--- config.mk ---
export PLATFORM = sky130hd
export DESIGN_NAME = fx3_rx_state_machine
export DESIGN_NICKNAME = d
export VERILOG_FILES = /design/src/rtl/fx3_rx_state_machine.sv
export SDC_FILE = /design/constraint.sdc
export NUM_CORES = 1
export LEC_CHECK = 0
export CORE_AREA = 5 5 59 61
export CTS_BUF_LIST = sky130_fd_sc_hd__clkbuf_4 sky130_fd_sc_hd__clkbuf_8
export DETAILED_ROUTE_END_ITERATION = 8
export DIE_AREA = 0 0 64 66
export SYNTH_ARGS = -nofsm -noshare
export SYNTH_HDL_FRONTEND = slang
export SYNTH_SLANG_ARGS = --single-unit
--- constraint.sdc ---
create_clock -name fx3_clock -period 1.3 [get_ports fx3_clock]
set_input_delay 0.325 -clock fx3_clock [delete_from_list [all_inputs] [get_ports fx3_clock]]
set_output_delay 0.325 -clock fx3_clock [all_outputs]
set_load 0.05 [all_outputs]
--- src/rtl/fx3_rx_state_machine.sv ---
// FX3 slave-FIFO thread-1 reader: pulls host words into the local command FIFO.
// Define FX3_RX_OVERFLOW_DETECT_EN to enable the sticky rxOverflow detector.
module fx3_rx_state_machine #(
  parameter int READ_LATENCY = 2,
  parameter int DATA_WIDTH   = 16
) (
  input  logic                  fx3_clock,
  input  logic                  fx3_nReset,
  input  logic                  fx3_th1Ready,
  input  logic                  fx3_th1Watermark,
  input  logic [DATA_WIDTH-1:0] fx3_data,
  input  logic                  fifoAlmostFull,
  input  logic                  rxEnable,
  output logic                  fx3_nOE,
  output logic                  fx3_nRead,
  output logic                  fifoWrite,
  output logic [DATA_WIDTH-1:0] fifoData,
  output logic                  rxBusy,
  output logic                  rxOverflow
);

  typedef enum logic [2:0] {
    S_IDLE    = 3'd0,
    S_ARM     = 3'd1,
    S_WAIT_WM = 3'd2,
    S_READ    = 3'd3,
    S_DRAIN   = 3'd4,
    S_GAP     = 3'd5
  } state_t;

  state_t                r_state;
  state_t                w_next;
  logic                  r_th1Ready;
  logic                  r_th1Watermark;
  logic                  r_fifoAlmostFull;
  logic                  r_nOE;
  logic                  r_nRead;
  logic                  r_busy;
  logic [READ_LATENCY:0] r_trk;
  logic [DATA_WIDTH-1:0] r_data;
  logic                  w_nOE;
  logic                  w_nRead;
  logic                  w_trkEmpty;

  always_ff @(posedge fx3_clock or negedge fx3_nReset) begin
    if (!fx3_nReset) begin
      r_th1Ready       <= 1'b0;
      r_th1Watermark   <= 1'b0;
      r_fifoAlmostFull <= 1'b0;
    end else begin
      r_th1Ready       <= fx3_th1Ready;
      r_th1Watermark   <= fx3_th1Watermark;
      r_fifoAlmostFull <= fifoAlmostFull;
    end
  end

  always_ff @(posedge fx3_clock or negedge fx3_nReset) begin
    if (!fx3_nReset) r_state <= S_IDLE;
    else             r_state <= w_next;
  end

  // A read still on the pad counts as in flight until it enters the tracker.
  assign w_trkEmpty = (r_trk == '0) && r_nRead;

  always_comb begin
    w_next = r_state;
    case (r_state)
      S_IDLE:
        if (rxEnable && r_th1Ready && !r_fifoAlmostFull)
          w_next = S_ARM;
      S_ARM:
        w_next = S_WAIT_WM;
      S_WAIT_WM:
        if (!r_th1Ready || !rxEnable) w_next = S_GAP;
        else if (r_th1Watermark)      w_next = S_READ;
      S_READ:
        if (!r_th1Watermark || r_fifoAlmostFull || !rxEnable)
          w_next = S_DRAIN;
      S_DRAIN:
        if (w_trkEmpty) w_next = S_GAP;
      S_GAP:
        w_next = S_IDLE;
      default:
        w_next = S_IDLE;
    endcase
  end

  always_comb begin
    w_nOE   = 1'b1;
    w_nRead = 1'b1;
    case (r_state)
      S_ARM, S_WAIT_WM, S_DRAIN: w_nOE = 1'b0;
      S_READ: begin
        w_nOE   = 1'b0;
        w_nRead = 1'b0;
      end
      default: ;
    endcase
  end

  always_ff @(posedge fx3_clock or negedge fx3_nReset) begin
    if (!fx3_nReset) begin
      r_nOE   <= 1'b1;
      r_nRead <= 1'b1;
      r_busy  <= 1'b0;
      r_trk   <= '0;
      r_data  <= '0;
    end else begin
      r_nOE   <= w_nOE;
      r_nRead <= w_nRead;
      r_busy  <= (r_state != S_IDLE);
      r_trk   <= {r_trk[READ_LATENCY-1:0], ~r_nRead};
      r_data  <= fx3_data;
    end
  end

  assign fx3_nOE   = r_nOE;
  assign fx3_nRead = r_nRead;
  assign rxBusy    = r_busy;
  assign fifoWrite = r_trk[READ_LATENCY];
  assign fifoData  = r_data;

`ifdef FX3_RX_OVERFLOW_DETECT_EN
  logic [3:0] r_afCnt;
  logic       r_ovf;

  // r_afCnt: completed consecutive cycles of registered almost-full.
  always_ff @(posedge fx3_clock or negedge fx3_nReset) begin
    if (!fx3_nReset) begin
      r_afCnt <= '0;
      r_ovf   <= 1'b0;
    end else begin
      if (!r_fifoAlmostFull)  r_afCnt <= '0;
      else if (r_afCnt != '1) r_afCnt <= r_afCnt + 4'd1;
      if (fifoWrite && (r_afCnt > 4'(READ_LATENCY + 2)))
        r_ovf <= 1'b1;
    end
  end

  assign rxOverflow = r_ovf;
`else
  assign rxOverflow = 1'b0;
`endif

endmodule

---- Yosys cells after proc, flatten, opt, wreduce, memory -nomap -nowiden ----
Index checks and enable logic that the tools add are counted.
storage, ports and cells
  register bits ........................... 28
  bits in latches ......................... 0
  memory bits (writable) .................. 0
  memory bits (read-only) ................. 0
  input port bits ......................... 22
  word-level logic and storage cells ...... 41
  memories ................................ 0
operators by class
  $add $sub $neg .......................... 0
  multiply operators ...................... 0
  div/mod/pow operators ................... 0
  order comparisons ....................... 0
  equal/unequal tests ..................... 8
  shift operators ......................... 0
  muxes and demuxes ....................... 8
  bitwise operators ....................... 1
  reductions and logical operators ........ 15
operator list
  kind                                                 number
  two-way mux 3 bit                                    5
  one-hot mux 3 bit (5 select lines)                   1
  equality test 3 x 2 -> 1 bit, second input constant  2
  logical NOT 3 bit                                    2
  inequality test 2 bit, second input constant         3
  logical NOT 1 bit                                    4
  AND reduction 4 bit                                  1
  OR reduction 4 bit                                   1
  equality test 3 x 1 -> 1 bit, second input constant  1
  equality test 3 bit, second input constant           1
  logical AND 1 bit                                    3
  logical OR 1 bit                                     3
  inequality test 3 bit, second input constant         1
  nonzero test 3 bit                                   1
  two-way mux 1 bit                                    2
  inverter 1 bit                                       1

---- Depth between registers and ports, before layout ----
Gate-level depths: netlist of run 1.
  depth in word-level cells ............... 5
  gate-level depth with buffers ........... 3

---- Worst setup path before layout of run 1 ----
Ideal clock, no wire load.
  path kind ............................... register to register
  start ................................... register r_nRead, in the netlist fx3_nRead
  end ..................................... register r_state[0]
  arrival time ............................ 1.188 ns
  setup slack ............................. 0.016 ns
  cell stages (with the launch flop) ...... 4
  buffers on the path ..................... 0
  path through ............................ dfstp_2 -> nor4b_1 -> a21oi_1 -> o31ai_1
on the way
  cells in the longest elaborated chain, start to end .. 3
ends and longest elaborated chain
  element                          RTL line  source
  from (decl)                      37        logic r_nRead;
  from (signal assigned)           110       r_nRead <= w_nRead;
  logical AND 1 bit                63        assign w_trkEmpty = (r_trk == '0) && r_nRead;
  inequality test 2 bit (no line)  n/a
  AND reduction 4 bit (no line)    n/a
  to (signal assigned)             59        else r_state <= w_next;
  to (decl)                        31        state_t r_state;
No other way between the ends.
A chain may end at the register's enable or synchronous reset.

---- Worst setup path after layout of run 1 ----
  start ................................... register r_nRead, in the netlist fx3_nRead
  end ..................................... output fx3_nRead
RTL lines
  element    RTL line  source
  to (decl)  15        output logic fx3_nRead,
No word-level cell between the ends.

==> impl_metrics.json, run 1 <==
{
  "outcome": "finished with violations",
  "violations": "setup timing",
  "ys_ff_latch": 28,
  "final_common_cell": "dfrtp_1",
  "routed_wl_um": 1700,
  "path_clk_slew_ps": 140,
  "syn2layout_area_growth_pct": 87.0,
  "drv_slew": 0,
  "coreArea_um2": 2930,
  "clock_path_buffers": 2,
  "synth_area_leaders": "dfrtp_1 77%, dfstp_2 6.2%, nand3b_1 2.7%",
  "io_pins": 43,
  "synth_top_cell_area_share": 0.770,
  "period_share": 1.10,
  "fin_util": 0.539,
  "seq_area_um2": 704,
  "via_count": 582,
  "ys_seq_area_frac": 0.833,
  "multi_input_area_um2": 129,
  "yosysUniqueCellTypes": 16,
  "cts_hold_buf": 0,
  "place_ws_ps": -226,
  "drtIter0Drc": 7,
  "die_h_um": 66,
  "fmax_mhz": 699,
  "yosys_warnings": 0,
  "skew_ps": 1.72,
  "routabilityCongestion": 0.737,
  "tns_ps": -172,
  "fin_nets": 123,
  "cts_made_buffers": 3,
  "syn_area_um2": 845,
  "hold_class": "input pin to async pin",
  "root_buffer": "clkbuf_4",
  "die_x_um": 64,
  "setup_slack_ps": -131,
  "worst-endpoint-required_ps": 980,
  "row_count": 20,
  "rsz0062_at_grt": "yes",
  "hold_ws_ps": 338,
  "via_per_inst": 4.38,
  "grt_pass1_vias": 595,
  "dieArea_um2": 4220,
  "antenna_found_initial": 0,
  "firstDrtPassIters": 4,
  "crit_arrival_ps": 1110,
  "drive_gt1_frac": 0.330,
  "clk_latency_ps": 320,
  "cts_num_sinks": 28,
  "p_leak_nw": 0.708,
  "layout_common_cells": "25 x dfrtp_1, 21 x clkdlybuf4s50_1, 21 x buf_12",
  "fillers": 235,
  "grt_usage": 0.0914,
  "htreeDepth": 1,
  "p_per_area_nw_per_um2": 1590,
  "dp_hpwl_um": 1350,
  "final_antenna_net_count": 0,
  "antenna_cells": 0,
  "initial_core_util": 0.288,
  "grt_overflow_total": 0,
  "cp-start-kind": "flop",
  "crit_fanout": 2,
  "cap_violations": 0,
  "numPortBuffers": 41,
  "synth_nets": 74,
  "yosysTopAreaCell": "dfrtp_1",
  "finalSetupViolCount": 2,
  "route.detailed.drc": 0,
  "path_class": "flop to primary output",
  "cts_tree": "built",
  "syn_area_per_cell_um2": 16.2,
  "grt_first_pass_wirelength_um": 2850,
  "cp-end-kind": "primary output",
  "finalHoldViolations": 0,
  "vdd_drop_max_mv": 0.967,
  "grt_max_degree": 29,
  "routedWlPerCell_um": 12.8,
  "syn_inst": 52,
  "min_period_ps": 1430
}
## synth_stat cells
cell / instances
mux2_2: 1
or3_1: 2
nand3b_1: 3
a21oi_1: 1
inv_1: 3
dfrtp_1: 26
nand2_1: 3
nor4b_1: 2
buf_4: 1
conb_1: 1
a31oi_1: 1
a21boi_0: 1
o21ai_0: 2
dfstp_2: 2
o31ai_1: 1
nor2_1: 2
## worst max-delay path, stage by stage, from the launching register on
cell,delay (ps)
dfstp_2,560
buf_6,100
buf_12,120
## per-stage QoR
stage	power, mW	std cells	instance area, um2
final	2.51	133	1580
after global routing	2.65	133	1580
after CTS	2.52	132	1560
after detailed placement	2.09	128	1520
after global placement	2.06	128	1520
after floorplan	1.58	52	845
## path summary, 6_finish.rpt
check	slack [ps]	from	endpoint	cells after the start
worst min register to register	410	r_trk[0]	r_trk[1]	0
max in group asynchronous	740	fx3_nReset	fx3_nOE	2
worst max-delay path	-130	fx3_nRead	fx3_nRead	2
worst max register to register	50	r_state[2]	r_state[2]	3
worst min-delay path	340	fx3_nReset	r_fifoAlmostFull	2
min in group fx3_clock	410	r_trk[0]	r_trk[1]	0
## sequential cells by signal, summed over array words and instances (netlist names)
signal	count
r_trk	3
fx3_nRead	1
rxBusy	1
r_th1Ready	1
r_fifoAlmostFull	1
fifoData	16
r_th1Watermark	1
fx3_nOE	1
r_state	3
## final cells by class
class | instances | area share
flip-flops and latches | 28 | 0.446
repair buffers | 45 | 0.416
multi-input cells | 20 | 0.0816
well taps | 33 | 0.0261
clock buffers | 4 | 0.0230
inverters | 3 | 0.00713
## layer usage
layer / wire length (um) / global-route usage / up-vias
li1: - / - / 267
met1: 621 / 0.0981 / 278
met2: 781 / 0.138 / 32
met3: 250 / 0.0527 / 5
met4: 44 / 0.0545 / 0
met5: 0 / 0 / -
## power by group
group / switching (mW) / total (mW) / leakage (nW) / internal (mW)
clock: 0.238 / 0.410 / 0.0210 / 0.171
combinational: 0.446 / 0.944 / 0.357 / 0.498
sequential: 0.131 / 1.16 / 0.330 / 1.03
## timing repair
item | in CTS | in global routing
setup buffers | 0 | 1
resized for setup | 1 | 2
setup endpoints to repair | 2 | 3
## logic make-up (layout without fill, tap and decap cells)
logic type      after synthesis  in the layout  share of synthesized area
compound gates                6              6                     0.0430
buf+inv                       4             52                     0.0222
flops                        28             28                      0.833
mux                           1              1                     0.0133
other cells                   1              1                    0.00444
simple gates                 12             12                     0.0844
Note: power is estimated with default switching activity, not from simulation.
==> run 2, diff against run 1 <==
Settings changed: CORE_AREA 5 5 59 61 to 5 5 54 56, CTS_BUF_LIST sky130_fd_sc_hd__clkbuf_4 sky130_fd_sc_hd__clkbuf_8 to sky130_fd_sc_hd__clkbuf_8 sky130_fd_sc_hd__clkbuf_16, DIE_AREA 0 0 64 66 to 0 0 59 61, PLACE_DENSITY set to 0.73.
==> run 2 against run 1 <==
  * The flow still finishes with violations (setup timing)
  * Final cell count fell by 0.75%
  * Clock power increased by 59%
  * Clock skew is essentially flat
  * Critical path depth is the same
  * Maximum frequency increased by 5.0%
  * Critical endpoint unchanged
  * Via count shrank 0.69%
  * Routed wire length up 18%
  * Core utilization rose by 14 points
  * Register-to-register slack worse by 70 ps
  * Sequential share of layout area down 1.3 points
==> impl_metrics.json, run 2 (synthesis gave the netlist of run 1 again) <==
{
  "outcome": "finished with violations",
  "io_pins": 43,
  "finalSetupViolCount": 2,
  "cts_made_buffers": 3,
  "grt_pass1_vias": 632,
  "fillers": 159,
  "final_antenna_net_count": 0,
  "hold_path_depth": 0,
  "hold_class": "flop to flop",
  "cpMaxStageDelayCell": "dfstp_2",
  "fmax_mhz": 734,
  "min_period_ps": 1360,
  "root_buffer": "clkbuf_8",
  "drive_gt1_frac": 0.343,
  "cts_num_sinks": 28,
  "fin_area_um2": 1630,
  "die_x_um": 59,
  "grt_usage": 0.123,
  "path_cells": "buf_6, buf_12",
  "cts_tree": "built",
  "routed_wl_um": 2010,
  "initial_core_util": 0.354,
  "p_per_area_nw_per_um2": 1720,
  "grt.met1_usage": 0.135,
  "grt_first_pass_wirelength_um": 3220,
  "setup_slack_ps": -62.0,
  "reg2reg_from": "r_state[0]",
  "violations": "setup timing",
  "postPlaceCellArea_um2": 1510,
  "min_to": "r_trk[2]",
  "row_count": 18,
  "clk_latency_ps": 260,
  "grt_util_met3": 0.0447,
  "period_share": 1.05,
  "drv_slew": 0,
  "path_class": "flop to primary output",
  "skew_ps": 1.79,
  "antenna_cells": 0,
  "htreeDepth": 1,
  "worstRegToRegCells": 3,
  "grt_overflow_total": 0,
  "route.detailed.drc": 0,
  "via_count": 578,
  "dp_hpwl_um": 1550,
  "hold_ws_ps": 392,
  "via_per_inst": 4.38,
  "cap_violations": 0,
  "worst-endpoint-required_ps": 980,
  "routabilityCongestion": 0.635,
  "syn2layout_area_growth_pct": 92.6,
  "crit_arrival_ps": 1040,
  "grt_max_degree": 29,
  "cp-end-kind": "primary output",
  "reg2reg_slack_ps": -20,
  "finalHoldViolations": 0,
  "cp-start-kind": "flop",
  "numPortBuffers": 41,
  "fin_nets": 125,
  "p_leak_nw": 0.739,
  "path_clk_slew_ps": 90,
  "vdd_drop_max_mv": 1.09,
  "placed_cells": 124,
  "r2r_end": "r_state[0]",
  "routedWlPerCell_um": 15.2,
  "rsz0062_at_grt": "yes",
  "min_from": "r_trk[1]",
  "drtIter0Drc": 13,
  "antenna_found_initial": 0,
  "largest_reg_flops": 16,
  "busiest_layer": "met2",
  "critical_path.max_stage_delay_ps": 550,
  "coreArea_um2": 2390,
  "fin_cells": 132,
  "firstDrtPassIters": 4,
  "layout_common_cells": "25 x dfrtp_1, 21 x buf_12, 20 x clkdlybuf4s50_1",
  "crit_fanout": 2,
  "grt_use_met2": 0.232,
  "final_common_cell": "dfrtp_1",
  "clock_path_buffers": 2,
  "die_h_um": 61,
  "dieArea_um2": 3600
}
-- run 2: changes by cell type in the layout (fill, tap and decap cells not counted), sizes merged --
cell | before | now
clkbuf | 4 | 3
dlymetal6s2s | 0 | 1
buf | 24 | 26
clkdlybuf4s50 | 21 | 20
bufinv | 0 | 1
-- run 2: worst max path at each step --
stage / from / to / slack (ps)
floorplan: fx3_nRead / r_state[0] / 20
global placement: rxEnable / r_state[2] / -150
detailed placement: rxEnable / r_state[2] / -220
CTS: fx3_nRead / fx3_nRead / -80
global route: fx3_nRead / fx3_nRead / -100
finish: fx3_nRead / fx3_nRead / -60
-- run 2: where the power goes --
group | leakage (nW) | switching, mW | internal [mW] | total (mW)
Combinational | 0.373 | 0.480 | 0.508 | 0.988
Clock | 0.0357 | 0.242 | 0.412 | 0.653
Sequential | 0.330 | 0.134 | 1.03 | 1.16
-- run 2: cell type report --
cell class | count | area (um2) | area share
tap | 30 | 37.5 | 0.0231
multi-input combinational | 20 | 128 | 0.0785
clock inverter | 1 | 30.0 | 0.0185
clock buffer | 3 | 41.3 | 0.0254
timing repair buffer | 47 | 674 | 0.415
inverter | 3 | 11.3 | 0.00692
sequential | 28 | 704 | 0.433
-- run 2: repair_timing --
action,CTS,global route
gates resized for setup,2,2
pin swaps,0,1
endpoints found under the setup margin,3,4
hold buffers,0,0
gates cloned,0,0
setup buffers,2,2
-- run 2: per-stage QoR --
step	TNS, ps	util	power, mW	setup slack [ps]
final	-80.2	0.681	2.80	-62.0
after global placement	-354	0.634	2.04	-147
after floorplan	0	-	1.58	16.2
after detailed placement	-643	0.634	2.10	-221
after global routing	-174	0.681	2.94	-100
after CTS	-136	0.672	2.81	-75.4
-- run 2: metal layers --
metal / vias to the layer above / share of wire
met1: 281 / 0.36
li1: 267 / -
met3: 2 / 0.080
met4: 0 / 0.0040
met5: - / 0
met2: 28 / 0.56
-- run 2: critical path: cells and delay by family (launching register included) --
kind                   cells  cell delay (ps)
flip-flops                 1              550
buffers and inverters      2              220
==> run 3, diff against run 2 <==
Settings changed: GPL_TIMING_DRIVEN set to 1, SETUP_SLACK_MARGIN set to 0.02.
==> run 3 against run 2 <==
  * The flow still finishes with violations (setup timing)
  * Global-route usage fell by 1.7 points
  * First-iteration DRC count fell by 46%
  * Sequential power about the same
  * Critical path type unchanged
==> impl_metrics.json, run 3 (synthesis gave the netlist of run 1 again) <==
{
  "setup_slack_ps": -7.65,
  "drive_gt1_frac": 0.354,
  "syn2layout_area_growth_pct": 88.7,
  "cts_made_buffers": 3,
  "grt_usage": 0.106,
  "critPathBufInv": 1,
  "routed_wl_um": 1810,
  "coreArea_um2": 2390,
  "hold_ws_ps": 420,
  "fin_util": 0.668,
  "path_clk_slew_ps": 80,
  "crit_arrival_ps": 980,
  "firstDrtPassIters": 2,
  "antenna_found_initial": 0,
  "worst-endpoint-required_ps": 980,
  "vdd_drop_max_mv": 1.12,
  "drtIter0Drc": 7,
  "via_count": 568,
  "finalHoldViolations": 0,
  "cts_tree": "built",
  "place_ws_ps": -215,
  "drv_slew": 0,
  "total_power_mw": 2.61,
  "die_x_um": 59,
  "grt_max_degree": 29,
  "cap_violations": 0,
  "antenna_cells": 0,
  "clk_latency_ps": 270,
  "tns_ps": -7.65,
  "htreeDepth": 1,
  "path_class": "flop to primary output",
  "layout_common_cells": "23 x dfrtp_1, 21 x clkdlybuf4s50_1, 21 x buf_12",
  "violations": "setup timing",
  "skew_ps": 1.92,
  "p_leak_nw": 0.719,
  "fin_cells": 129,
  "cp-end-kind": "primary output",
  "cts_num_sinks": 28,
  "path_cells": "buf_12",
  "dp_hpwl_um": 1460,
  "fmax_mhz": 765,
  "outcome": "finished with violations",
  "die_h_um": 61,
  "root_buffer": "clkbuf_8",
  "critPathTopFamily": "flip-flops",
  "rsz0062_at_grt": "yes",
  "grt_overflow_total": 0,
  "dieArea_um2": 3600,
  "crit_fanout": 3,
  "numPortBuffers": 41,
  "min_period_ps": 1310,
  "p_per_area_nw_per_um2": 1640,
  "finalSetupViolCount": 1,
  "clock_path_buffers": 2,
  "critical_path.max_stage_delay_ps": 580,
  "period_share": 1.01,
  "routabilityCongestion": 0.655,
  "fin_area_um2": 1590,
  "final_common_cell": "dfrtp_1",
  "grt_first_pass_wirelength_um": 2700,
  "cpMaxStageDelayCell": "dfstp_2",
  "row_count": 18,
  "fin_nets": 122,
  "initial_core_util": 0.354,
  "placed_cells": 123,
  "routedWlPerCell_um": 14.1,
  "final_antenna_net_count": 0,
  "grt_pass1_vias": 576,
  "postPlaceCellArea_um2": 1510,
  "hold_class": "input pin to async pin",
  "io_pins": 43,
  "route.detailed.drc": 0,
  "largest_reg_flops": 16,
  "fillers": 185,
  "cp-start-kind": "flop",
  "via_per_inst": 4.40
}
-- run 3: worst reg2reg max path: stages, from the launching register on --
cell and delay, ps:
dfrtp_2 420, nand3b_1 190, or3_4 350, a21boi_0 150
-- run 3: layer usage --
layer / vias up / global-route usage / part of all wire
met3: 5 / 0.0404 / 0.074
met1: 276 / 0.102 / 0.31
li1: 261 / - / -
met5: - / 0 / 0
met2: 26 / 0.200 / 0.60
met4: 0 / 0.0485 / 0.016
-- run 3: layout make-up --
cell class / count / area, um2 / area share
Clock buffer: 3 / 41.3 / 0.0259
Clock inverter: 1 / 3.75 / 0.00235
Inverter: 3 / 11.3 / 0.00706
Multi-Input combinational cell: 20 / 148 / 0.0926
Sequential cell: 28 / 707 / 0.443
Tap cell: 30 / 37.5 / 0.0235
Timing Repair Buffer: 44 / 646 / 0.405
-- run 3: worst paths after layout --
check | depth (start not counted) | slack, ps | startpoint | endpoint
setup / recovery | 1 | -8 | fx3_nRead | fx3_nRead
hold / removal | 2 | 420 | fx3_nReset | rxBusy
setup reg to reg | 3 | 60 | r_state[2] | r_state[2]
hold reg to reg | 0 | 440 | r_trk[0] | r_trk[1]
max in group asynchronous | 2 | 660 | fx3_nReset | fx3_nRead
min in group fx3_clock | 0 | 440 | r_trk[0] | r_trk[1]
-- run 3: power by group --
group	internal (mW)	switching, mW	total (mW)
Clock	0.211	0.241	0.452
Sequential	1.04	0.150	1.19
Combinational	0.519	0.448	0.968
Total	1.77	0.840	2.61
-- run 3: repair_timing --
item | 4_1_cts | 5_1_grt
pin swaps | 0 | 1
buffers inserted | 1 | 1
setup endpoints to repair | 3 | 4
resized for setup | 1 | 5
hold buffers | 0 | 0
